File: config.mk
export PLATFORM = sky130hd
export DESIGN_NAME = bfc_key_hasher
export DESIGN_NICKNAME = d
export VERILOG_FILES = /design/src/rtl/bfc_key_hasher.sv
export SDC_FILE = /design/constraint.sdc
export NUM_CORES = 1
export LEC_CHECK = 0
export CORE_MARGIN = 2
export CORE_UTILIZATION = 45
export DETAILED_ROUTE_END_ITERATION = 6
export PLACE_DENSITY = 0.66
export REMOVE_ABC_BUFFERS = 1
export SLEW_MARGIN = 20
export SYNTH_ARGS = -nofsm -noshare
export SYNTH_HDL_FRONTEND = slang
export SYNTH_SLANG_ARGS = --single-unit
File: constraint.sdc
create_clock -name clk -period 3.7 [get_ports clk]
set_input_delay 1.11 -clock clk [delete_from_list [all_inputs] [get_ports clk]]
set_output_delay 1.11 -clock clk [all_outputs]
set_load 0.01 [all_outputs]
File: src/rtl/bfc_key_hasher.sv
// bfc_key_hasher
//   Upstream feeder for the Bloom filter counter. Key bytes arrive on a
//   valid/ready stream and are folded into a hash with a rotate-left-1/XOR
//   step. At the end of each key the hash is reduced to an IDX_W-bit index and
//   pushed into a small FIFO. The FIFO is drained one index per cycle onto the
//   counter's enable/inputData pair unless 'hold' is high.
//
//   Optional feature macro: BFC_DUAL_HASH_EN
//     When defined, a second hash register (seeded with SEED2) runs in
//     parallel. Each key then pushes two indices in the same cycle: the
//     primary index first, then the secondary one.
//
// Ports
//   clk          in   rising-edge clock
//   reset        in   synchronous, active-high reset
//   in_valid     in   key byte valid
//   in_ready     out  byte accepted when in_valid && in_ready
//   in_byte      in   key byte
//   in_last      in   byte is the final byte of the key
//   hold         in   1 = do not pop the FIFO (no out_enable)
//   out_enable   out  one-cycle pulse per delivered index
//   out_data     out  zero-extended index; holds its last value between pulses
//   fifo_level   out  entries currently buffered
//   key_len_err  out  sticky: a key was cut at MAX_KEY_BYTES
module bfc_key_hasher #(
    parameter int unsigned IDX_W         = 4,
    parameter int unsigned FIFO_DEPTH    = 4,
    parameter int unsigned MAX_KEY_BYTES = 4,
    parameter logic [7:0]  SEED          = 8'hA5,
    parameter logic [7:0]  SEED2         = 8'h1D
) (
    input  logic                          clk,
    input  logic                          reset,
    input  logic                          in_valid,
    output logic                          in_ready,
    input  logic [7:0]                    in_byte,
    input  logic                          in_last,
    input  logic                          hold,
    output logic                          out_enable,
    output logic [7:0]                    out_data,
    output logic [$clog2(FIFO_DEPTH):0]   fifo_level,
    output logic                          key_len_err
);

    localparam int unsigned PTR_W = $clog2(FIFO_DEPTH);
    localparam int unsigned LVL_W = PTR_W + 1;
    localparam int unsigned CNT_W = $clog2(MAX_KEY_BYTES + 1);

`ifdef BFC_DUAL_HASH_EN
    localparam int unsigned PUSH_N = 2;
`else
    localparam int unsigned PUSH_N = 1;
`endif

    // EMIT may push only when the level leaves room for every entry of the key.
    localparam logic [LVL_W-1:0] EMIT_MAX_LVL = LVL_W'(FIFO_DEPTH - PUSH_N);
    localparam logic [CNT_W-1:0] CNT_LAST     = CNT_W'(MAX_KEY_BYTES - 1);

    typedef enum logic {
        StAccum,
        StEmit
    } state_e;

    function automatic logic [7:0] hash_step(input logic [7:0] h, input logic [7:0] b);
        return {h[6:0], h[7]} ^ b;
    endfunction

    // Fold the upper hash bits onto the lower ones; for IDX_W = 8 the shift
    // leaves zero and the index is the hash itself.
    function automatic logic [IDX_W-1:0] fold(input logic [7:0] h);
        logic [7:0] t;
        t = h ^ (h >> IDX_W);
        return t[IDX_W-1:0];
    endfunction

    state_e              state_q, state_d;
    logic [7:0]          h_q, h_d;
    logic [CNT_W-1:0]    cnt_q, cnt_d;
    logic                err_q, err_d;

    logic [IDX_W-1:0]    mem_q [FIFO_DEPTH];
    logic [PTR_W-1:0]    wr_ptr_q, wr_ptr_d;
    logic [PTR_W-1:0]    rd_ptr_q, rd_ptr_d;
    logic [LVL_W-1:0]    level_q, level_d;
    logic                out_en_q, out_en_d;
    logic [7:0]          out_data_q, out_data_d;

    logic                emit_go;
    logic                pop;

`ifdef BFC_DUAL_HASH_EN
    logic [7:0]          h2_q, h2_d;
`else
    logic                unused_seed2;
    assign unused_seed2 = ^SEED2;
`endif

    assign emit_go = (state_q == StEmit) && (level_q <= EMIT_MAX_LVL);
    assign pop     = (level_q != '0) && !hold;

    // Key accumulation / emit FSM.
    always_comb begin
        state_d  = state_q;
        h_d      = h_q;
        cnt_d    = cnt_q;
        err_d    = err_q;
        in_ready = 1'b0;
`ifdef BFC_DUAL_HASH_EN
        h2_d     = h2_q;
`endif
        unique case (state_q)
            StAccum: begin
                in_ready = 1'b1;
                if (in_valid) begin
                    h_d   = hash_step(h_q, in_byte);
`ifdef BFC_DUAL_HASH_EN
                    h2_d  = hash_step(h2_q, in_byte);
`endif
                    cnt_d = cnt_q + CNT_W'(1);
                    if (in_last || (cnt_q == CNT_LAST)) begin
                        state_d = StEmit;
                    end
                    // Length limit hit mid-key: the rest starts a new key.
                    if (!in_last && (cnt_q == CNT_LAST)) begin
                        err_d = 1'b1;
                    end
                end
            end
            StEmit: begin
                if (emit_go) begin
                    h_d     = SEED;
`ifdef BFC_DUAL_HASH_EN
                    h2_d    = SEED2;
`endif
                    cnt_d   = '0;
                    state_d = StAccum;
                end
            end
            default: state_d = StAccum;
        endcase
    end

    // FIFO pointers, level and the registered output stage.
    always_comb begin
        wr_ptr_d   = wr_ptr_q;
        rd_ptr_d   = rd_ptr_q;
        level_d    = level_q;
        out_en_d   = 1'b0;
        out_data_d = out_data_q;
        if (emit_go) begin
            wr_ptr_d = wr_ptr_q + PTR_W'(PUSH_N);
            level_d  = level_d + LVL_W'(PUSH_N);
        end
        if (pop) begin
            rd_ptr_d   = rd_ptr_q + PTR_W'(1);
            level_d    = level_d - LVL_W'(1);
            out_en_d   = 1'b1;
            out_data_d = 8'(mem_q[rd_ptr_q]);
        end
    end

    always_ff @(posedge clk) begin
        if (reset) begin
            state_q    <= StAccum;
            h_q        <= SEED;
            cnt_q      <= '0;
            err_q      <= 1'b0;
            wr_ptr_q   <= '0;
            rd_ptr_q   <= '0;
            level_q    <= '0;
            out_en_q   <= 1'b0;
            out_data_q <= 8'h00;
        end else begin
            state_q    <= state_d;
            h_q        <= h_d;
            cnt_q      <= cnt_d;
            err_q      <= err_d;
            wr_ptr_q   <= wr_ptr_d;
            rd_ptr_q   <= rd_ptr_d;
            level_q    <= level_d;
            out_en_q   <= out_en_d;
            out_data_q <= out_data_d;
        end
    end

`ifdef BFC_DUAL_HASH_EN
    always_ff @(posedge clk) begin
        if (reset) begin
            h2_q <= SEED2;
        end else begin
            h2_q <= h2_d;
        end
    end
`endif

    // Storage needs no reset; validity is tracked by the pointers and level.
    // A push never targets the head slot while it is being read.
    always_ff @(posedge clk) begin
        if (!reset && emit_go) begin
            mem_q[wr_ptr_q] <= fold(h_q);
`ifdef BFC_DUAL_HASH_EN
            mem_q[wr_ptr_q + PTR_W'(1)] <= fold(h2_q);
`endif
        end
    end

    assign out_enable  = out_en_q;
    assign out_data    = out_data_q;
    assign fifo_level  = level_q;
    assign key_len_err = err_q;

endmodule

---- Word level (Yosys, flattened, before mapping) ----
Memory sizes are Yosys's and may differ from the RTL's. A register that Yosys moved wholly into a read port is not among the register bits.
Index checks and enable logic that the tools add are counted.
storage, ports and cells
  register bits ........................... 21
  memory bits (writable) .................. 16
  input port bits ......................... 13
  output and inout port bits .............. 14
  memories kept ........................... 1
memories
  memory  words  width  rd ports  clocked after Yosys merged registers in  wr ports  line  text
  mem_q   4      4      1         1                                        1         81    logic [IDX_W-1:0] mem_q [FIFO_DEPTH];
cells by class
  add/sub/neg operators ................... 5
  order comparisons ....................... 1
  equality and inequality tests ........... 3
  multiplexer cells ....................... 16
  bitwise gates (word level) .............. 3
  reductions and logical operators ........ 11
operators by type and width
  cell                                                             number
  2-to-1 mux 8 bit                                                 2
  case mux 8 bit (2 select lines)                                  1
  2-to-1 mux 3 bit                                                 4
  XOR 8 bit                                                        1
  2-to-1 mux 1 bit                                                 7
  adder 3 x 1 -> 3 bit (second input constant)                     2
  case mux 3 bit (2 select lines)                                  1
  adder 2 x 1 -> 2 bit (second input constant)                     2
  logical AND 1 bit                                                4
  XOR 4 bit                                                        1
  == test 3 x 2 -> 1 bit (second input constant)                   1
  less-or-equal comparator 3 x 2 -> 1 bit (second input constant)  1
  logical NOT 1 bit                                                3
  AND reduction 3 bit                                              1
  nonzero test 3 bit                                               1
  subtractor 3 x 1 -> 3 bit (second input constant)                1
  != test 2 x 1 -> 1 bit (second input constant)                   1
  != test 2 bit (second input constant)                            1
  case mux 1 bit (2 select lines)                                  1
  AND reduction 2 bit                                              1
  logical OR 1 bit                                                 1
  NOT 1 bit                                                        1

---- Longest topological paths before layout ----
Gate-level depths: netlist of the first run.
  depth after elaboration ................. 5
  mapped depth ............................ 9
  gate-level depth less buffers ........... 9

---- Worst setup path after synthesis of the first run ----
OpenSTA, ideal clock, no wires.
  path kind ............................... register to register
  start point ............................. register level_q[1] (netlist: fifo_level[1])
  end point ............................... register level_q[2] (netlist: fifo_level[2])
  library setup time ...................... 128 ps
  data arrival time ....................... 1839 ps
  required time ........................... 3572 ps
  slack ................................... 1733 ps
  stages on the path, launching flop included .. 10
  buffers on the path ..................... 0
  cell sequence ........................... dfxtp_1 ha_1 ha_1 o21bai_1 a21oi_1 o22ai_1 ha_1 nor3b_1 xor2_1 nor2_1
on the way
  longest elaborated chain between the ends .. 5
  elaborated cells on any way between the ends .. 8
  those cells by class .................... 2 x add/sub; 1 x order compare; 2 x mux; 3 x reduce/logical
RTL lines
  element                                  line  text
  from (decl)                              84    logic [LVL_W-1:0] level_q, level_d;
  from (signal assigned)                   180   level_q <= level_d;
  less-or-equal comparator 3 x 2 -> 1 bit  98    assign emit_go = (state_q == StEmit) && (level_q <= EMIT_MAX_LVL);
  logical AND 1 bit                        98
  2-to-1 mux 3 bit                         150   if (emit_go) begin
  subtractor 3 x 1 -> 3 bit                156   level_d = level_d - LVL_W'(1);
  2-to-1 mux 3 bit *                       154   if (pop) begin
Every way passes the cells marked *; elsewhere a longest branch is shown, timed or not.
A chain may end at the register's enable or synchronous reset.

---- Final worst setup path of the first run ----
  start point ............................. register state_q
  end point ............................... output in_ready
on the way
  longest elaborated chain between the ends .. 1
RTL lines
  element                 line  text
  from (decl)             76    state_e state_q, state_d;
  from (signal assigned)  164   state_q <= StAccum;
  from (signal assigned)  174   state_q <= state_d;
  2-to-1 mux 1 bit        111   unique case (state_q)
  to (decl)               35    output logic in_ready,
Every way passes these cells.

==> reports/metrics.yaml, run 1 <==
status:
  status: "finished clean"
yosys:
  synth_top_flop_cell: "dfxtp_1"
  number_of_flip_flops_and_latches_in_the_synthesized_netlist: 41
  ys_top_cells_by_count: "dfxtp_1, nor2_1, edfxtp_1"
  mappedNetlistArea_mm2: 0.00188
  netlist.top_cell.by_area: "dfxtp_1"
  synthesis.yosys.warnings: 0
  ys_types: 38
  yosysSeqAreaShare_pct: 52.2
  synthTopCellsByArea: "dfxtp_1, edfxtp_1, ha_1"
  post-synth-top-count-cell: "dfxtp_1"
  synth_edf_count: 16
  postSynthCellCount: 162
  synth.top_cell.area_share_pct: 26.6
  async_flop_share_pct: 0
  synth.avg_cell_area_um2: 11.6
min_path:
  hold_path_class: "flop to flop"
clock_network:
  worstSkewPairLatency_ps: 290
  tritoncts_buffers: 5
  post_cts_buffers: 0
  holdBufCountCts: 0
  cts.clk_slew.worst_paths_ps: 70
  tritoncts_clock_tree: "done"
  post_cts.resized_instances: 0
  clock_tree.htree_level_count: 2
  clock_sink_count: 41
  root_buffer: "clkbuf_8"
  cts_max_path_buffers: 2
timing:
  hold_violations: 0
  timing.setup.tns_ps: 0
  slew_violations: 0
  rsz0062_at_grt: "false"
  fmax_mhz: 395
  final.setup_skew_ps: 6.79
  report.final.setup_viol: 0
  final.period_utilization_pct: 68.3
  slew_hr_pct: 63.4
  timing.final.crit_period_ps: 2530
  worst-slew-pin-transition_ps: 548
routing:
  ant_nets: 0
  drt_iter0_markers: 76
  post_drt_via_cell_ratio: 5.16
  wl_per_cell_um: 14.3
  drcViolationCount: 0
  dr_total_vias: 1212
  wl_um: 3360
  first_pass_iters: 4
worst_setup_path:
  nature_of_the_critical_path_startpoint: "flop"
  crit_path_end_kind: "output pin"
  crit_required_ps: 2590
  setup.worst_path.class: "flop to output pin"
  worst-path-max-fanout: 9
  critical_path_arrival_ps: 1420
grt:
  grt_max_degree: 13
  global_route.usage.total_pct: 17.0
  grt_first_pass_wirelength_um: 5650
  antenna_found_initial: 0
  grt_overflow: 0
  grt_pass1_vias: 1226
power_and_ir_drop:
  power_leakage_nw: 0.791
  vdd_drop_max_v: 0.000271
  p_total_w: 0.00127
  sw_share_pct: 31.7
  power.share.clock_pct: 21.8
  power.share.combinational_pct: 30.7
  internal-power_w: 0.000867
  power.switching_w: 0.000403
  power_per_cell_area_mw_per_mm2: 576
  sequentialPowerShare_pct: 47.5
finish:
  drive_above_1_share_pct: 9.73
  n_antenna_cell: 0
  fin_nets: 207
  n_fill_cell: 349
  syn2layout_area_growth_pct: 17.2
place:
  gp_routability_congestion: 0.848
  place_hpwl_um: 2540
  buffer_ports.inserted: 22
die:
  die_w_um: 68.6
  die_height_um: 68.6
  design.portCount: 27
  overall_die_area_mm2: 0.00471
  initial_utilization_pct: 47.0
  core_mm2: 0.00400
  std_cell_rows: 23
run:
  drv.max_cap_violation_count: 0
==> placed cells by master (no fill, tap or decap), types with 2 or more instances in the layout <==
cell type and instances:
a21oi_1 3, a21oi_2 2, a22oi_1 4, a31oi_1 2, a32o_1 4, and2_1 4
clkbuf_8 5, clkdlybuf4s50_1 22, clkinv_2 2, conb_1 4, dfxtp_1 25, edfxtp_1 16
ha_1 10, inv_1 9, mux2i_1 5, mux4_2 4, nand2_1 4, nor2_1 19
nor2_2 2, nor2b_1 3, nor3_1 2, nor3b_1 2, o21bai_1 2, xnor2_1 7
xor2_1 9
==> path summary, 6_finish.rpt <==
| check | startpoint | endpoint | slack (ps) | cells after the start |
|---|---|---|---|---|
| worst max register to register | fifo_level[1] | fifo_level[2] | 1540 | 9 |
| worst min register to register | cnt_q[0] | cnt_q[0] | 480 | 1 |
| worst max-delay path | state_q | in_ready | 1170 | 2 |
| worst min-delay path | cnt_q[0] | cnt_q[0] | 480 | 1 |
==> cell type report <==
| class | count | area [µm²] | share of cell area, % |
|---|---|---|---|
| tap | 50 | 62.6 | 2.84 |
| clock inverter | 2 | 10.0 | 0.455 |
| inverter | 9 | 33.8 | 1.53 |
| sequential | 41 | 981 | 44.5 |
| timing repair buffer | 23 | 228 | 10.3 |
| clock buffer | 6 | 72.6 | 3.30 |
| multi-input combinational | 104 | 815 | 37.0 |
==> routing by layer <==
| layer | routed length, µm | part of all wire (%) | global-route usage, % | up-vias |
|---|---|---|---|---|
| met5 | 0 | 0 | 0 | - |
| met4 | 67 | 2.0 | 9.00 | 0 |
| met3 | 137 | 4.1 | 3.90 | 6 |
| met2 | 1680 | 50 | 27.5 | 30 |
| met1 | 1480 | 44 | 21.0 | 578 |
| li1 | - | - | - | 598 |
==> registers in the layout, indices dropped and copies added (netlist names) <==
signal / count
out_data: 4
out_enable: 1
state_q: 1
key_len_err: 1
wr_ptr_q: 2
h_q: 8
cnt_q: 3
mem_q: 16
rd_ptr_q: 2
fifo_level: 3
==> through the flow <==
step	area, µm²	hold WS (ps)	util (%)	std cells	setup WS, ps
global placement	2120	458	53.0	227	1140
finish	2200	476	55.1	235	1170
detailed placement	2120	469	53.0	227	1080
floorplan	1830	438	-	154	1740
global route	2200	498	55.1	235	1090
CTS	2200	479	55.1	235	1140
==> worst max-delay path: stages (launching register included) <==
cell             delay (ps)
dfxtp_1                 530
inv_1                   110
clkdlybuf4s50_1         500
==> cells by family (layout without fill, tap and decap cells) <==
group	Yosys count	count (layout)	share of synthesized area [%]
flip-flops	41	41	52.2
AND/OR/NAND/NOR	39	39	9.92
AO/OA/AOI/OAI	25	25	10.5
buffers and inverters	20	40	5.06
XOR/XNOR	16	16	7.46
adder cells (fa/ha/maj)	10	10	6.66
multiplexers	10	10	8.06
other	1	4	0.200
==> power by group through the flow <==
stage	Combinational [W]	Clock (W)	Sequential [W]
2_1_floorplan	0.000250	0	0.000612
3_3_place_gp	0.000386	0	0.000609
3_5_place_dp	0.000390	0	0.000613
4_1_cts	0.000394	0.000286	0.000603
5_1_grt	0.000435	0.000303	0.000613
6_report	0.000390	0.000276	0.000603
(Power assumes the default switching activity.)
==> inputs of run 2 (changes only) <==
Clock period 3.7 ns to 2.6 ns, I/O delays scaled along.
==> reports/metrics.yaml, run 2 (synthesis results as in run 1) <==
finish:
  regMostFlops: "mem_q"
  syn2layout_area_growth_pct: 18.9
  n_antenna_cell: 0
  fin_nets: 208
  largest_reg_flops: 16
  drive_above_1_share_pct: 10.2
  n_fill_cell: 348
  finalInstanceArea_mm2: 0.00223
  layout_commonest_cell: "dfxtp_1"
  mostFrequentLayoutCells: "dfxtp_1, clkdlybuf4s50_1, nor2_1"
place:
  gp_routability_congestion: 0.757
  post_dp_cell_area_mm2: 0.00213
  buffer_ports.inserted: 22
  place_hpwl_um: 2530
power_and_ir_drop:
  sw_share_pct: 29.9
  power_per_cell_area_mw_per_mm2: 851
  sequentialPowerShare_pct: 45.3
  power.share.combinational_pct: 28.9
  power.share.clock_pct: 25.9
  vdd_drop_max_v: 0.000339
  power.switching_w: 0.000568
  power_leakage_nw: 0.806
  internal-power_w: 0.00133
grt:
  grt_first_pass_wirelength_um: 5780
  global_route.usage.total_pct: 17.2
  grt_pass1_vias: 1224
  grt_overflow: 0
  antenna_found_initial: 0
  grt_max_degree: 16
die:
  design.portCount: 27
  die_w_um: 68.6
  die_height_um: 68.6
  std_cell_rows: 23
  core_mm2: 0.00400
  initial_utilization_pct: 47.0
  overall_die_area_mm2: 0.00471
worst_setup_path:
  worst-path-max-fanout: 6
  timing.reg2reg.worst_path_depth: 9
  crit_required_ps: 2790
  reg2reg_capture_point: "fifo_level[2]"
  critical_path_arrival_ps: 2450
  reg2reg_setup_slack_ps: 340
  r2r_start: "fifo_level[0]"
  setup.worst_path.class: "flop to flop"
  nature_of_the_critical_path_startpoint: "flop"
  crit_path_end_kind: "flop"
routing:
  first_pass_iters: 4
  wl_um: 3290
  drcViolationCount: 0
  drt_iter0_markers: 64
  ant_nets: 0
  post_drt_via_cell_ratio: 5.07
  dr_total_vias: 1197
  wl_per_cell_um: 13.9
clock_network:
  tritoncts_buffers: 5
  holdBufCountCts: 0
  post_cts.resized_instances: 0
  tritoncts_clock_tree: "done"
  worstSkewPairLatency_ps: 290
  cts.clk_slew.worst_paths_ps: 70
  clock_sink_count: 41
  clock_tree.htree_level_count: 2
  cts_max_path_buffers: 2
  post_cts_buffers: 0
  root_buffer: "clkbuf_8"
min_path:
  worst_hold_startpoint: "cnt_q[1]"
  hold_end: "cnt_q[1]"
  hold_path_class: "flop to flop"
  hold_depth: 2
status:
  status: "finished clean"
timing:
  final.setup_skew_ps: 6.57
  report.final.setup_viol: 0
  slew_violations: 0
  final.period_utilization_pct: 86.9
  timing.final.crit_period_ps: 2260
  fmax_mhz: 442
  hold_violations: 0
  timing.setup.tns_ps: 0
  rsz0062_at_grt: "false"
run:
  drv.max_cap_violation_count: 0
run 2: metrics by stage:
stage               std cells  util (%)  hold slack (ps)  total power, W  setup WS [ps]
finish                    236      55.9              486         0.00190            340
global route              236      55.9              520         0.00204            162
CTS                       236      55.9              488         0.00192            343
detailed placement        228      53.2              475         0.00143            355
global placement          228      53.2              456         0.00141            458
floorplan                 154         -              438         0.00123            638
run 2: worst max-delay path: stages (launching register included):
cell and delay, ps:
dfxtp_1 470, ha_1 210, ha_1 290, o21bai_1 150, a21oi_1 90, o22ai_1 250
ha_1 180, nor3b_1 300, xor2_1 180, nor2_1 50
run 2: worst max-delay path by stage:
stage,slack [ps],startpoint,end
global route,160,fifo_level[1],fifo_level[2]
detailed placement,350,fifo_level[1],fifo_level[2]
global placement,460,reset,mem_q[0][2]
floorplan,640,fifo_level[1],fifo_level[2]
CTS,340,fifo_level[1],fifo_level[2]
finish,340,fifo_level[0],fifo_level[2]
run 2: per-layer routing:
metal	vias to the layer above	global-route usage (%)	share of wire, %
met4	0	8.25	1.8
met5	-	0	0
met2	30	29.1	51
met1	562	20.5	43
met3	6	3.90	4.2
li1	599	-	-
run 2: layout make-up:
cell class                 count  area, µm²  share of cell area (%)
sequential                    41        981                    43.9
multi-input combinational    104        815                    36.5
timing repair buffer          24        235                    10.5
clock buffer                   6       72.6                    3.25
tap                           50       62.6                    2.80
clock inverter                 2       35.0                    1.57
inverter                       9       33.8                    1.51
run 2: power by group through the flow:
stage	Sequential [W]	Combinational, W	Clock [W]
3_5_place_dp	0.000876	0.000552	0
3_3_place_gp	0.000870	0.000536	0
5_1_grt	0.000879	0.000618	0.000538
4_1_cts	0.000862	0.000555	0.000502
2_1_floorplan	0.000871	0.000356	0
6_report	0.000861	0.000549	0.000492
==> inputs of run 3 (changes only) <==
Settings changed: CELL_PAD_IN_SITES_DETAIL_PLACEMENT from default to 1, CELL_PAD_IN_SITES_GLOBAL_PLACEMENT from default to 1, CORE_UTILIZATION 45 to 42, PLACE_DENSITY 0.66 to 0.75, TNS_END_PERCENT from default to 50.
Clock period 2.6 ns to 2.1 ns, I/O delays scaled along.
==> reports/metrics.yaml, run 3 (synthesis results as in run 1) <==
clock_network:
  clock_tree.htree_level_count: 2
  tritoncts_clock_tree: "done"
  root_buffer: "clkbuf_8"
  cts.clk_slew.worst_paths_ps: 80
  clock_sink_count: 41
  worstSkewPairLatency_ps: 290
  cts_max_path_buffers: 2
  tritoncts_buffers: 5
worst_setup_path:
  setup.worst_path.class: "flop to output pin"
  crit_required_ps: 1470
  worstSetupStartpoint: "fifo_level[1]"
  worst-path-max-fanout: 6
  reg2reg_capture_point: "fifo_level[2]"
  crit_path_end_kind: "output pin"
  timing.reg2reg.worst_path_depth: 9
  r2r_start: "fifo_level[0]"
  reg2reg_setup_slack_ps: 150
  critical_path_arrival_ps: 1350
  nature_of_the_critical_path_startpoint: "flop"
timing:
  slew_violations: 0
  fmax_mhz: 505
  hold_violations: 0
  final.hold.worst_slack_ps: 493
  timing.setup.tns_ps: 0
  report.final.setup_viol: 0
  timing.final.crit_period_ps: 1980
  setup_slack_ps: 119
  final.setup_skew_ps: 8.02
  final.period_utilization_pct: 94.3
  rsz0062_at_grt: "false"
grt:
  grt_first_pass_wirelength_um: 6730
  grt_pass1_vias: 1409
  global_route.usage.total_pct: 17.4
  grt_max_degree: 12
  antenna_found_initial: 0
  grt_overflow: 0
place:
  place_hpwl_um: 3130
  post_dp_cell_area_mm2: 0.00220
  gp_routability_congestion: 0.797
  buffer_ports.inserted: 22
  place_worst_setup_slack_ps: -3.93
finish:
  finalInstanceArea_mm2: 0.00229
  largest_reg_flops: 16
  fin_nets: 217
  drive_above_1_share_pct: 15.4
  mostFrequentLayoutCells: "dfxtp_1, clkdlybuf4s50_1, nor2_1"
  regMostFlops: "mem_q"
  layout_commonest_cell: "dfxtp_1"
  syn2layout_area_growth_pct: 21.9
  n_antenna_cell: 0
min_path:
  hold_end: "key_len_err"
  hold_path_class: "flop to flop"
  hold_depth: 2
  worst_hold_startpoint: "key_len_err"
die:
  core_mm2: 0.00432
  overall_die_area_mm2: 0.00503
  design.portCount: 27
  initial_utilization_pct: 43.5
  std_cell_rows: 24
  die_height_um: 70.9
  die_w_um: 70.9
routing:
  drt_iter0_markers: 36
  drcViolationCount: 0
  wl_per_cell_um: 16.1
  wl_um: 3980
  ant_nets: 0
  first_pass_iters: 4
  dr_total_vias: 1272
  post_drt_via_cell_ratio: 5.15
run:
  drv.max_cap_violation_count: 0
power_and_ir_drop:
  power_per_cell_area_mw_per_mm2: 1030
  vdd_drop_max_v: 0.000388
  power_leakage_nw: 0.848
status:
  status: "finished clean"
==> run 3: critical path: stages, from the launching register on <==
cell and delay [ps]:
dfxtp_1 350, buf_4 160, clkdlybuf4s50_1 540
==> run 3: how the worst max path moves through the flow <==
stage,to,cells past startpoint
finish,fifo_level[1],2
global route,fifo_level[2],9
CTS,in_ready,2
detailed placement,fifo_level[2],9
global placement,fifo_level[2],9
floorplan,fifo_level[2],9
==> run 3: cell type report <==
class | count | area [µm²]
well taps | 52 | 65.1
clock buffers | 8 | 80.1
fillers | 463 | 2030
inverters | 9 | 33.8
repair buffers | 33 | 303
multi-input cells | 104 | 826
flip-flops and latches | 41 | 983
==> run 3: timing repair <==
action | 4_1_cts | 5_1_grt
hold buffers | 0 | 0
gates resized for setup | 1 | 3
setup buffers | 0 | 0
setup endpoints to repair | 1 | 2
==> run 3: per-stage QoR <==
stage | util, % | instances | power (W)
after floorplan | - | 154 | 0.00152
after global placement | 50.8 | 239 | 0.00179
after detailed placement | 50.8 | 239 | 0.00186
after CTS | 52.7 | 247 | 0.00236
after global routing | 53.0 | 247 | 0.00250
final | 53.0 | 247 | 0.00236
==> run 3: report_power, final <==
| part | switching (W) | internal, W | total [W] | leakage [nW] |
|---|---|---|---|---|
| Sequential | 0.000105 | 0.000942 | 0.00105 | 0.346 |
| Clock | 0.000268 | 0.000236 | 0.000504 | 0.0395 |
| Combinational | 0.000389 | 0.000417 | 0.000806 | 0.462 |
==> run 3: layer usage <==
| layer | track usage [%] | up-vias | wire [µm] |
|---|---|---|---|
| li1 | - | 621 | - |
| met3 | 3.13 | 6 | 138 |
| met1 | 19.7 | 623 | 1660 |
| met5 | 0 | - | 0 |
| met4 | 7.34 | 0 | 55 |
| met2 | 31.9 | 22 | 2120 |
